**config.mk**
```make
export PLATFORM = sky130hd
export DESIGN_NAME = uart_tx
export DESIGN_NICKNAME = d
export VERILOG_FILES = /design/src/rtl/uart_pkg.sv /design/src/rtl/uart_baud_gen.sv /design/src/rtl/uart_tx.sv
export SDC_FILE = /design/constraint.sdc
export NUM_CORES = 1
export LEC_CHECK = 0
export BUFFER_PORTS_ARGS = -buffer_cell sky130_fd_sc_hd__buf_2
export CAP_MARGIN = 5
export CORE_AREA = 10 10 66 68
export DETAILED_ROUTE_END_ITERATION = 8
export DIE_AREA = 0 0 76 78
export PLACE_DENSITY = 0.66
export REMOVE_ABC_BUFFERS = 1
export SYNTH_ARGS = -nofsm -noshare
export SYNTH_HDL_FRONTEND = slang
export SYNTH_SLANG_ARGS = --single-unit
```
**constraint.sdc**
```tcl
create_clock -name clk -period 2.34 [get_ports clk]
set_input_delay 0.351 -clock clk [delete_from_list [all_inputs] [get_ports clk]]
set_output_delay 0.351 -clock clk [all_outputs]
set_load 0.005 [all_outputs]
```
**src/rtl/uart_pkg.sv**
```systemverilog
// rtl/uart_pkg.sv - shared state encoding, frame constants and baud divider helper
package uart_pkg;

    typedef enum logic [1:0] {
        IDLE  = 2'd0,
        START = 2'd1,
        DATA  = 2'd2,
        STOP  = 2'd3
    } uart_state_t;

    localparam int DATA_BITS = 8;

    // Integer truncation: the actual baud rate may be slightly above nominal.
    function automatic int calc_clks_per_bit(input int clk_freq, input int baud_rate);
        return clk_freq / baud_rate;
    endfunction

endpackage

```
**src/rtl/uart_baud_gen.sv**
```systemverilog
// rtl/uart_baud_gen.sv - bit-period counter producing a one-cycle tick at terminal count
module uart_baud_gen
    import uart_pkg::*;
#(
    parameter int CLKS_PER_BIT = 434
) (
    input  logic clk,
    input  logic rst_n,
    input  logic clear,
    output logic bit_tick
);

    localparam int CNT_W = (CLKS_PER_BIT > 1) ? $clog2(CLKS_PER_BIT) : 1;
    localparam logic [CNT_W-1:0] LAST = CNT_W'(CLKS_PER_BIT - 1);

    logic [CNT_W-1:0] cnt;

    always_ff @(posedge clk or negedge rst_n) begin
        if (!rst_n) begin
            cnt <= '0;
        end else if (clear || cnt == LAST) begin
            cnt <= '0;
        end else begin
            cnt <= cnt + 1'b1;
        end
    end

    assign bit_tick = !clear && (cnt == LAST);

endmodule

```
**src/rtl/uart_tx.sv**
```systemverilog
// rtl/uart_tx.sv - 8N1 UART transmitter with registered line and busy outputs
module uart_tx
    import uart_pkg::*;
#(
    parameter int CLK_FREQ  = 50000000,
    parameter int BAUD_RATE = 115200
) (
    input  logic       clk,
    input  logic       rst_n,
    input  logic       tx_start,
    input  logic [7:0] data_in,
    output logic       tx_out,
    output logic       tx_busy
);

    localparam int CLKS_PER_BIT = calc_clks_per_bit(CLK_FREQ, BAUD_RATE);
    localparam int IDX_W = $clog2(DATA_BITS);
    localparam logic [IDX_W-1:0] LAST_BIT = IDX_W'(DATA_BITS - 1);

    uart_state_t          state;
    uart_state_t          state_next;
    logic [DATA_BITS-1:0] shift_reg;
    logic [DATA_BITS-1:0] shift_next;
    logic [IDX_W-1:0]     bit_idx;
    logic [IDX_W-1:0]     bit_idx_next;
    logic                 tx_out_next;
    logic                 tx_busy_next;
    logic                 baud_clear;
    logic                 bit_tick;

    // Holding the divider cleared in IDLE makes every bit period start at zero.
    assign baud_clear = (state == IDLE);

    uart_baud_gen #(
        .CLKS_PER_BIT(CLKS_PER_BIT)
    ) u_baud_gen (
        .clk     (clk),
        .rst_n   (rst_n),
        .clear   (baud_clear),
        .bit_tick(bit_tick)
    );

    always_ff @(posedge clk or negedge rst_n) begin
        if (!rst_n) begin
            state     <= IDLE;
            shift_reg <= '0;
            bit_idx   <= '0;
            tx_out    <= 1'b1;
            tx_busy   <= 1'b0;
        end else begin
            state     <= state_next;
            shift_reg <= shift_next;
            bit_idx   <= bit_idx_next;
            tx_out    <= tx_out_next;
            tx_busy   <= tx_busy_next;
        end
    end

    // Outputs are computed from the next state so they register on the same edge.
    always_comb begin
        state_next   = state;
        shift_next   = shift_reg;
        bit_idx_next = bit_idx;
        tx_out_next  = tx_out;
        tx_busy_next = tx_busy;
        case (state)
            IDLE: begin
                tx_out_next  = 1'b1;
                tx_busy_next = 1'b0;
                if (tx_start) begin
                    state_next   = START;
                    shift_next   = data_in;
                    bit_idx_next = '0;
                    tx_out_next  = 1'b0;
                    tx_busy_next = 1'b1;
                end
            end
            START: begin
                if (bit_tick) begin
                    state_next  = DATA;
                    tx_out_next = shift_reg[0];
                end
            end
            DATA: begin
                if (bit_tick) begin
                    shift_next = shift_reg >> 1;
                    if (bit_idx == LAST_BIT) begin
                        state_next  = STOP;
                        tx_out_next = 1'b1;
                    end else begin
                        bit_idx_next = bit_idx + 1'b1;
                        tx_out_next  = shift_next[0];
                    end
                end
            end
            STOP: begin
                if (bit_tick) begin
                    state_next   = IDLE;
                    tx_out_next  = 1'b1;
                    tx_busy_next = 1'b0;
                end
            end
            default: begin
                state_next = IDLE;
            end
        endcase
    end

endmodule

```
After elaboration in Yosys (flattened, before gate mapping)
Index checks and enable logic that the tools add are counted.
{"block": "word_totals", "elab_cells": 53, "ff_bits": 24, "out_inout_bits": 2}
{"block": "classes", "addsub": 2, "reduce_logical": 11, "eq_ne": 11, "muxes": 23}
{"op": "$mux 8", "count": 2}
{"op": "$pmux 8 s2", "count": 1}
{"op": "$ne 2x2->1 const B", "count": 6}
{"op": "$mux 2", "count": 5}
{"op": "$add 9x1->9 const B", "count": 1}
{"op": "$eq 9x9->1 const B", "count": 1}
{"op": "$mux 3", "count": 3}
{"op": "$mux 9", "count": 1}
{"op": "$pmux 2 s4", "count": 1}
{"op": "$mux 1", "count": 7}
{"op": "$pmux 3 s2", "count": 1}
{"op": "$reduce_and 3->1", "count": 2}
{"op": "$reduce_and 5->1", "count": 1}
{"op": "$eq 2x2->1 const B", "count": 2}
{"op": "$pmux 1 s4", "count": 1}
{"op": "$reduce_and 4->1", "count": 1}
{"op": "$reduce_bool 2->1", "count": 2}
{"op": "$add 3x1->3 const B", "count": 1}
{"op": "$eq 3x3->1 const B", "count": 1}
{"op": "$eq 2x1->1 const B", "count": 1}
{"op": "$logic_not 2->1", "count": 1}
{"op": "$pmux 1 s2", "count": 1}
{"op": "$reduce_and 2->1", "count": 1}
{"op": "$logic_and 1x1->1", "count": 1}
{"op": "2 further kinds", "count": 2}

Depth between registers and ports, before layout
Gate-level depths: netlist (run 1).
{"block": "depth", "word_depth": 5, "ltp_mapped": 8, "depth_no_buf": 6}

Modules after synthesis
Synthesis (run 1) repeated with hierarchy kept, for this count alone.
{"block": "unflattened", "hier_cells": 122, "hier_area_um2": 1390.1}
{"mod": "uart_tx", "area_per_inst_um2": 903.4, "seq_area_each_um2": 376.6, "cells_each": 74, "instances": 1}
{"mod": "uart_baud_gen", "area_per_inst_um2": 486.7, "seq_area_each_um2": 225.2, "cells_each": 48, "instances": 1}

Worst setup path before layout (run 1)
OpenSTA, ideal clock, no wires.
{"block": "synth_path", "path_kind": "register -> register", "start": "reg state[0]", "end": "reg shift_reg[0]", "path_slack_ns": 0.610, "synth_period_minus_slack_ns": 1.730, "arrival_time_ns": 1.583, "required_time_ns": 2.194, "setup_time_ns": 0.146, "path_stages_with_launch": 9, "path_cell_list": "dfrtp_1 > inv_1 > ha_1 > buf_2 > clkinv_1 > and3_4 > buf_12 > nor2_4 > a221oi_2"}
{"block": "synth_via", "elab_chain_len": 5}
{"item": "from (decl)", "line": "uart_tx.sv:20", "source": "uart_state_t state;"}
{"item": "from (signal assigned)", "line": "uart_tx.sv:51", "source": "state <= state_next;"}
{"item": "$logic_not 2->1", "line": "uart_tx.sv:32, uart_tx.sv:66"}
{"item": "$logic_not 1->1", "line": "uart_baud_gen.sv:28", "source": "assign bit_tick = !clear && (cnt == LAST);"}
{"item": "$logic_and 1x1->1", "line": "uart_baud_gen.sv:28"}
{"item": "$ne 2x2->1 (no line)"}
{"item": "$reduce_and 3->1 (no line)"}
{"item": "to (signal assigned)", "line": "uart_tx.sv:52", "source": "shift_reg <= shift_next;"}
{"item": "to (decl)", "line": "uart_tx.sv:22", "source": "logic [DATA_BITS-1:0] shift_reg;"}
Parallel ways exist; a longest one is shown, timed or not.
A chain may end at the register's enable or synchronous reset.

Final worst setup path (run 1)
{"block": "layout_path", "start": "reg state[0]", "end": "reg state[1]"}
{"block": "layout_via", "elab_chain_len": 5}
{"item": "$logic_not 2->1", "line": "uart_tx.sv:32, uart_tx.sv:66"}
{"item": "$logic_not 1->1", "line": "uart_baud_gen.sv:28"}
{"item": "$logic_and 1x1->1", "line": "uart_baud_gen.sv:28"}
{"item": "$ne 2x2->1 (no line)"}
{"item": "$reduce_and 5->1 (no line)"}
Parallel ways exist; a longest one is shown, timed or not.

==> flow_summary.ini, run 1 <==
[detailed_routing]
wl_per_cell_microns = 13.75
viasPerCell = 5.218
drc = 0
drt-initial-drc-count = 54
antenna_left = 0
num_vias = 1054
dr.pass1.iters = 4
wl_mm = 2.777

[global_route]
overflow = 0
grt_pass1_vias = 1074
grt_usage_pct = 9.660
grt_pass1_wl_mm = 4.816
antenna_found_initial = 0
grt_start_max_net_pins = 25

[clock_network]
cts_buffers = 3
clk_pin_slew_worst_paths_ns = 0.13
htreeDepth = 1
clock_latency_ns = 0.31
tritoncts = built
cts-root-buf = clkbuf_4
cts_hold_buf = 0
cts.path.max_buffers = 2
ctsResizeCount = 0
post-cts-setup-buffer-count = 0
cts.sinks = 24

[critical_path]
crit_path_cell_trace = inv_1, ha_1, nor2b_1, nor3b_1, o22ai_1, mux2_2
crit_buf_inv = 1
max_stage_delay_ns = 0.44
cp_slowest_cell = ha_1
crit_family = adder cells
crit_path_max_fanout = 12
crit_type = reg2reg
worstSetupStartpointType = flop
worstSetupEndpointType = flop
required_ns = 2.55
cp_data_arrival_time_ns = 2.13

[placed_design]
pre_cts_slack_ns = 0.4211
portBuffers = 12
dpl.hpwl_mm = 2.104
gp_congestion = 0.7642

[sta]
relSlewSlack_pct = 64.01
slew_violations = 0
fin_worst_skew_ns = 0.006059
hold_ws_ns = -0.006158
worst_slack_ns = 0.4194
finalHoldViolCount = 8
fmax_ghz = 0.5207
fin_setup_tns_ns = 0
finalCriticalPeriod_ns = 1.921
setup_violations = 0
rsz0062_at_grt = no
period_share_pct = 82.08
worst_slew_pin_slew_ns = 0.5399

[finish]
largest_reg_flops = 9
nets = 176
diodes = 0
drive_gt1_share_pct = 19.87
final_util_pct = 50.06
syn2layout_area_growth_pct = 8.718

[synth]
ys_ff_latch = 24
syn-cell-area_sq_um = 1464
yosysMostFrequentCell = dfrtp_1
synth-main-ff-cell = dfrtp_1
synth_edf_count = 0
synth.area.top_cells = dfrtp_1, a221oi_2, ha_1
netlist.area_leader.share_pct = 39.32
yosysUniqueCellTypes = 35
netlist_instances = 144
avgSynthCellArea_sq_um = 10.17
ys_warn_count = 0
seq_area_frac_synth_pct = 41.11
synthArstFlopShare_pct = 100.0
netlist_top_cells_count = dfrtp_1, nor2_1, inv_1
yosys.area.top_type = dfrtp_1

[pwr]
power_mw = 1.784
clkPwrFrac_pct = 12.3
p_sw_mw = 0.7279
pwr-share-seq_pct = 38.6
ir_worst_vdd_uv = 555.1
power_frac_comb_pct = 49.1
p_leak_nw = 0.7107
p_int_mw = 1.056
swShare_pct = 40.80
power.density_nw_per_um2 = 1121

[floorplanning]
num_io_pins = 13
start_util_pct = 46.04
die_w_microns = 76
die_h_microns = 78
design.die.area_sq_um = 5928
core_area_sq_um = 3179
rows = 21

[run]
drv_cap = 0

[status]
status = finished with violations
violations = hold timing

[worst_hold_path]
hp-class = in2async
==> metrics by stage <==
stage	cells	area [sq um]	hold WS [ns]
5_1_grt	202	1592	0.009308
4_1_cts	202	1592	0.009559
3_5_place_dp	198	1555	0.3706
6_report	202	1592	-0.006158
3_3_place_gp	198	1555	0.3751
2_1_floorplan	138	1423	0.05541
==> final timing paths <==
path	start	to	slack, ns	depth (start not counted)
hold reg to reg	tx_out$_DFFE_PN1P_	tx_out$_DFFE_PN1P_	0.49	2
hold / removal	rst_n	shift_reg[1]$_DFFE_PN0P_	-0.006	1
setup reg to reg	state[0]$_DFFE_PN0P_	state[1]$_DFFE_PN0P_	0.42	6
max in group asynchronous	rst_n	u_baud_gen.cnt[4]$_DFF_PN0_	1.98	1
min in group clk	data_in[7]	shift_reg[7]$_DFFE_PN0P_	0.30	3
setup / recovery	state[0]$_DFFE_PN0P_	state[1]$_DFFE_PN0P_	0.42	6
==> routing by layer <==
metal / up-vias / part of all wire, % / global-route usage [%]
met5: - / 0 / 0
met3: 2 / 3.2 / 2.535
met2: 19 / 51 / 17.94
met1: 510 / 45 / 10.88
li1: 523 / - / -
met4: 0 / 0.79 / 1.705
==> worst register-to-register path, delay by kind of cell (launching register included) <==
family | cells | cell delay [ns]
AND/OR/NAND/NOR | 2 | 0.29
buffers and inverters | 1 | 0.11
multiplexers | 1 | 0.36
AO/OA/AOI/OAI | 1 | 0.20
adder cells (fa/ha/maj) | 1 | 0.44
flip-flops | 1 | 0.43
==> layout make-up <==
| cell class | instances | area [sq um] |
|---|---|---|
| clock buffer | 4 | 36.28 |
| fill | 303 | 1588 |
| inverter | 15 | 56.30 |
| multi-input combinational | 99 | 764.5 |
| sequential | 24 | 601.8 |
| tap | 46 | 57.56 |
| timing repair buffer | 14 | 75.07 |
==> kinds of logic (layout without fill, tap and decap cells) <==
family,Yosys count,after routing,synth area share (%)
compound gates,27,27,16.84
xor+xnor,7,7,4.188
fa+ha+maj,8,8,6.838
buf+inv,21,33,6.666
flops,24,24,41.11
mux,11,11,7.607
simple gates,46,46,16.75
==> placed cells by master, fill, tap and decap left out, types with 2 or more instances in the layout <==
| master | instances |
|---|---|
| nor2b_1 | 2 |
| nand2_1 | 6 |
| dfrtp_1 | 23 |
| mux2i_1 | 10 |
| a21boi_0 | 2 |
| a221oi_2 | 7 |
| inv_1 | 14 |
| xor2_1 | 2 |
| buf_4 | 2 |
| a2bb2oi_1 | 7 |
| nand3_1 | 4 |
| o22ai_1 | 2 |
| nor2_1 | 21 |
| ha_1 | 8 |
| xnor2_1 | 5 |
| buf_2 | 12 |
| o21ai_0 | 2 |
| clkbuf_4 | 3 |
| a21oi_1 | 4 |
| and3_1 | 4 |
==> power by group through the flow <==
| stage | logic [mW] | registers (mW) | clock network, mW |
|---|---|---|---|
| floorplan | 0.692 | 0.667 | 0 |
| global placement | 0.857 | 0.687 | 0 |
| detailed placement | 0.892 | 0.698 | 0 |
| CTS | 0.892 | 0.688 | 0.230 |
| global route | 0.996 | 0.711 | 0.249 |
| finish | 0.876 | 0.689 | 0.219 |
(Power assumes the default switching activity.)
==> run 2: changes to the inputs <==
==> constraint.sdc (replaced) <==
create_clock -name clk -period 1.9 [get_ports clk]
set_input_delay 0.285 -clock clk [delete_from_list [all_inputs] [get_ports clk]]
set_output_delay 0.285 -clock clk [all_outputs]
set_load 0.005 [all_outputs]
==> run 2 against run 1 <==
The flow now finishes without violations. Fmax increased by 15%. Non-clock buffer count up 8. Sequential power grew 24%. Critical path type unchanged. Highest routed layer unchanged.
==> flow_summary.ini, run 2 (synthesis gave the netlist of run 1 again) <==
[status]
status = complete, no violations

[floorplanning]
design.die.area_sq_um = 5928
rows = 21
core_area_sq_um = 3179
num_io_pins = 13
die_w_microns = 76
die_h_microns = 78
start_util_pct = 46.04

[critical_path]
worstSetupStartpointType = flop
crit_path_max_fanout = 13
worstSetupEndpointType = flop
cp_data_arrival_time_ns = 1.90
crit_type = reg2reg
required_ns = 2.12

[finish]
diodes = 0
regArea_sq_um = 601.8
fill_cells = 294
final_common_cell = dfrtp_1
final_area_sq_um = 1670
nets = 184
final_cell_mix = dfrtp_1, nor2_1, inv_1
largest_reg_flops = 9
multi_input_area_sq_um = 764.5
drive_gt1_share_pct = 23.17
final_cells = 210
syn2layout_area_growth_pct = 14.10

[clock_network]
cts-root-buf = clkbuf_4
cts.path.max_buffers = 2
tritoncts = built
htreeDepth = 1
cts.sinks = 24
cts_buffers = 3
clk_pin_slew_worst_paths_ns = 0.14
clock_latency_ns = 0.32

[sta]
relSlewSlack_pct = 63.49
finalCriticalPeriod_ns = 1.677
worst_slew_pin_slew_ns = 0.5476
slew_violations = 0
rsz0062_at_grt = no
finalHoldViolCount = 0
fin_worst_skew_ns = 0.004129
period_share_pct = 88.27
fmax_ghz = 0.5962
setup_violations = 0

[pwr]
p_leak_nw = 0.7588
power_mw = 2.373
power.density_nw_per_um2 = 1420
ir_worst_vdd_uv = 608.3

[global_route]
grt_start_max_net_pins = 25
grt_usage_pct = 10.18
grt_pass1_vias = 1123
grt_pass1_wl_mm = 5.064
antenna_found_initial = 0
overflow = 0

[detailed_routing]
dr.pass1.iters = 2
drt-initial-drc-count = 70
viasPerCell = 5.110
antenna_left = 0
num_vias = 1073
wl_mm = 2.991
drc = 0
wl_per_cell_microns = 14.24

[worst_hold_path]
hp-class = in2reg

[placed_design]
dp_cells = 201
placed_cell_area_sq_um = 1578
dpl.hpwl_mm = 2.206
portBuffers = 12
gp_congestion = 0.8765

[run]
drv_cap = 0
-- run 2: power by group --
part	internal [mW]	switching, mW	leakage [nW]
Combinational	0.533	0.614	0.423
Sequential	0.693	0.158	0.308
Clock	0.213	0.162	0.0279
Total	1.44	0.934	0.759
-- run 2: metrics by stage --
stage	hold WS [ns]	TNS [ns]	util, %	worst slack [ns]
2_1_floorplan	-0.01059	-0.06796	-	-0.06796
3_3_place_gp	0.3011	0	49.63	0.2464
3_5_place_dp	0.3034	0	49.63	0.1670
4_1_cts	0.2417	0	51.59	0.1441
5_1_grt	0.2454	0	52.54	0.09622
6_report	0.2430	0	52.54	0.2228
-- run 2: final cells by class --
type	count	area share (%)
Clock buffer	3	1.348
Clock inverter	1	1.798
Inverter	15	3.371
Multi-Input combinational cell	99	45.77
Sequential cell	24	36.03
Tap cell	46	3.446
Timing Repair Buffer	22	8.240
-- run 2: path summary, 6_finish.rpt --
kind / from / end / slack (ns) / cells past startpoint
setup / recovery: state[0]$_DFFE_PN0P_ / state[1]$_DFFE_PN0P_ / 0.22 / 6
hold / removal: data_in[7] / shift_reg[7]$_DFFE_PN0P_ / 0.24 / 3
setup reg to reg: state[0]$_DFFE_PN0P_ / state[1]$_DFFE_PN0P_ / 0.22 / 6
hold reg to reg: u_baud_gen.cnt[0]$_DFF_PN0_ / u_baud_gen.cnt[0]$_DFF_PN0_ / 0.50 / 1
max in group asynchronous: rst_n / tx_out$_DFFE_PN1P_ / 1.06 / 2
min in group asynchronous: rst_n / shift_reg[5]$_DFFE_PN0P_ / 0.46 / 2
-- run 2: per-layer routing --
metal,track usage [%],up-vias,part of all wire (%)
met2,19.64,12,53
li1,-,538,-
met4,3.977,0,1.5
met1,10.80,518,44
met5,0,-,0
met3,1.498,5,1.7
-- run 2: critical path, stage by stage (launching register included) --
cell	delay, ns
dfrtp_1	0.42
inv_1	0.10
ha_1	0.22
buf_4	0.23
a21oi_1	0.09
o22ai_1	0.17
mux2_2	0.35
-- run 2: what timing repair did --
item                                   4_1_cts  5_1_grt
endpoints found under the hold margin       23        0
resized for setup                            0        0
setup endpoints to repair                    0        1
hold buffers                                 1        0
setup buffers                                0        4
==> run 3: changes to the inputs <==
--- a/config.mk
+++ b/config.mk
@@ -7,10 +7,12 @@
 export LEC_CHECK = 0
 export BUFFER_PORTS_ARGS = -buffer_cell sky130_fd_sc_hd__buf_2
 export CAP_MARGIN = 5
-export CORE_AREA = 10 10 66 68
+export CELL_PAD_IN_SITES_DETAIL_PLACEMENT = 1
+export CELL_PAD_IN_SITES_GLOBAL_PLACEMENT = 2
+export CORE_AREA = 10 10 74 76
 export DETAILED_ROUTE_END_ITERATION = 8
-export DIE_AREA = 0 0 76 78
-export PLACE_DENSITY = 0.66
+export DIE_AREA = 0 0 84 86
+export PLACE_DENSITY_LB_ADDON = 0.1
 export REMOVE_ABC_BUFFERS = 1
 export SYNTH_ARGS = -nofsm -noshare
 export SYNTH_HDL_FRONTEND = slang
==> run 3 against run 2 <==
Global-route usage shrank 0.57 points. Highest routed layer unchanged. Register-to-register slack lost 0.06 ns. Final cell count shrank 0.48%. Utilization shrank 12 points.
==> flow_summary.ini, run 3 (synthesis gave the netlist of run 1 again) <==
[status]
status = complete, no violations

[finish]
final_cell_mix = dfrtp_1, nor2_1, inv_1
syn2layout_area_growth_pct = 11.20
nets = 179
final_area_sq_um = 1628
largest_reg_flops = 9
regArea_sq_um = 601.8
fill_cells = 476
multi_input_area_sq_um = 764.5
final_common_cell = dfrtp_1
drive_gt1_share_pct = 20.75
final_util_pct = 40.99
diodes = 0

[floorplanning]
core_area_sq_um = 3971
num_io_pins = 13
rows = 23
die_w_microns = 84
design.die.area_sq_um = 7224
die_h_microns = 86
start_util_pct = 36.86

[pwr]
p_leak_nw = 0.7276
swShare_pct = 41.09
clkPwrFrac_pct = 13.7
power.density_nw_per_um2 = 1441
ir_worst_vdd_uv = 622.4
p_int_mw = 1.382
pwr-share-seq_pct = 36.3
power_frac_comb_pct = 50.0
p_sw_mw = 0.9635

[placed_design]
gp_congestion = 0.7912
dpl.hpwl_mm = 2.414
portBuffers = 12
placed_cell_area_sq_um = 1583

[clock_network]
htreeDepth = 1
cts_buffers = 3
clk_pin_slew_worst_paths_ns = 0.09
tritoncts = built
cts-root-buf = clkbuf_8
clock_latency_ns = 0.27
post-cts-setup-buffer-count = 0
ctsResizeCount = 0
cts.path.max_buffers = 2
cts_hold_buf = 0
cts.sinks = 24

[sta]
fin_worst_skew_ns = 0.004923
finalCriticalPeriod_ns = 1.739
worst_slew_pin_slew_ns = 0.5799
finalHoldViolCount = 0
rsz0062_at_grt = no
setup_violations = 0
period_share_pct = 91.51
fmax_ghz = 0.5751
slew_violations = 0
hold_ws_ns = 0.00006845
relSlewSlack_pct = 61.34

[detailed_routing]
num_vias = 1086
drt-initial-drc-count = 30
wl_per_cell_microns = 15.50
drc = 0
antenna_left = 0
wl_mm = 3.240
dr.pass1.iters = 4
viasPerCell = 5.196

[run]
drv_cap = 0

[global_route]
antenna_found_initial = 0
grt_start_max_net_pins = 25
grt_pass1_vias = 1214
overflow = 0
grt_pass1_wl_mm = 5.789
grt_usage_pct = 9.617

[critical_path]
crit_family = simple AND/OR/NAND/NOR gates
required_ns = 2.09
cp_data_arrival_time_ns = 1.93
worstSetupEndpointType = flop
crit_buf_inv = 0
worstSetupStartpointType = flop
crit_type = reg2reg
cp_slowest_cell = dfrtp_1
crit_path_max_fanout = 11
max_stage_delay_ns = 0.46
crit_path_cell_trace = nor4b_4, and3_4, and3_1, mux2i_1

[worst_hold_path]
hp-class = in2async
run 3: cell types whose count changed in the layout (fill, tap and decap cells not counted):
cell           before  now
dlygate4sd3_1       1    0
clkbuf_8            0    3
buf_4               9    5
clkbuf_4            3    0
bufinv_16           1    0
clkbuf_1            0    1
run 3: path summary, 6_finish.rpt:
| path | slack (ns) | cells after the start | endpoint | from |
|---|---|---|---|---|
| max in group asynchronous | 1.52 | 1 | tx_busy$_DFFE_PN0P_ | rst_n |
| min reg2reg | 0.50 | 1 | bit_idx[0]$_DFFE_PN0P_ | bit_idx[0]$_DFFE_PN0P_ |
| min in group clk | 0.27 | 3 | shift_reg[7]$_DFFE_PN0P_ | data_in[7] |
| max reg2reg | 0.16 | 4 | bit_idx[0]$_DFFE_PN0P_ | u_baud_gen.cnt[3]$_DFF_PN0_ |
| min | 0.00007 | 1 | shift_reg[3]$_DFFE_PN0P_ | rst_n |
| max | 0.16 | 4 | bit_idx[0]$_DFFE_PN0P_ | u_baud_gen.cnt[3]$_DFF_PN0_ |
run 3: power by group through the flow:
stage / logic (mW) / registers, mW / clock network, mW
global placement: 1.15 / 0.854 / 0
global route: 1.34 / 0.883 / 0.361
detailed placement: 1.18 / 0.861 / 0
finish: 1.17 / 0.851 / 0.320
floorplan: 0.852 / 0.822 / 0
CTS: 1.19 / 0.850 / 0.335
run 3: stage by stage:
step	instances	setup TNS, ns	total power, mW	setup WS [ns]
2_1_floorplan	138	-0.06796	1.674	-0.06796
3_3_place_gp	205	0	2.007	0.2410
3_5_place_dp	205	0	2.044	0.2001
4_1_cts	209	0	2.374	0.1519
5_1_grt	209	0	2.588	0.07099
6_report	209	0	2.345	0.1612
run 3: area by class of cell:
cell class	count	area share [%]
clock buffer	4	2.767
inverter	15	3.459
multi-input combinational	99	46.96
sequential	24	36.97
tap	50	3.843
timing repair buffer	17	5.995
run 3: routing by layer:
layer	share of wire (%)	vias up	global-route usage [%]
met2	48	13	16.45
met4	1.7	0	4.110
met3	2.3	5	1.892
li1	-	527	-
met1	48	541	11.44
met5	0	-	0
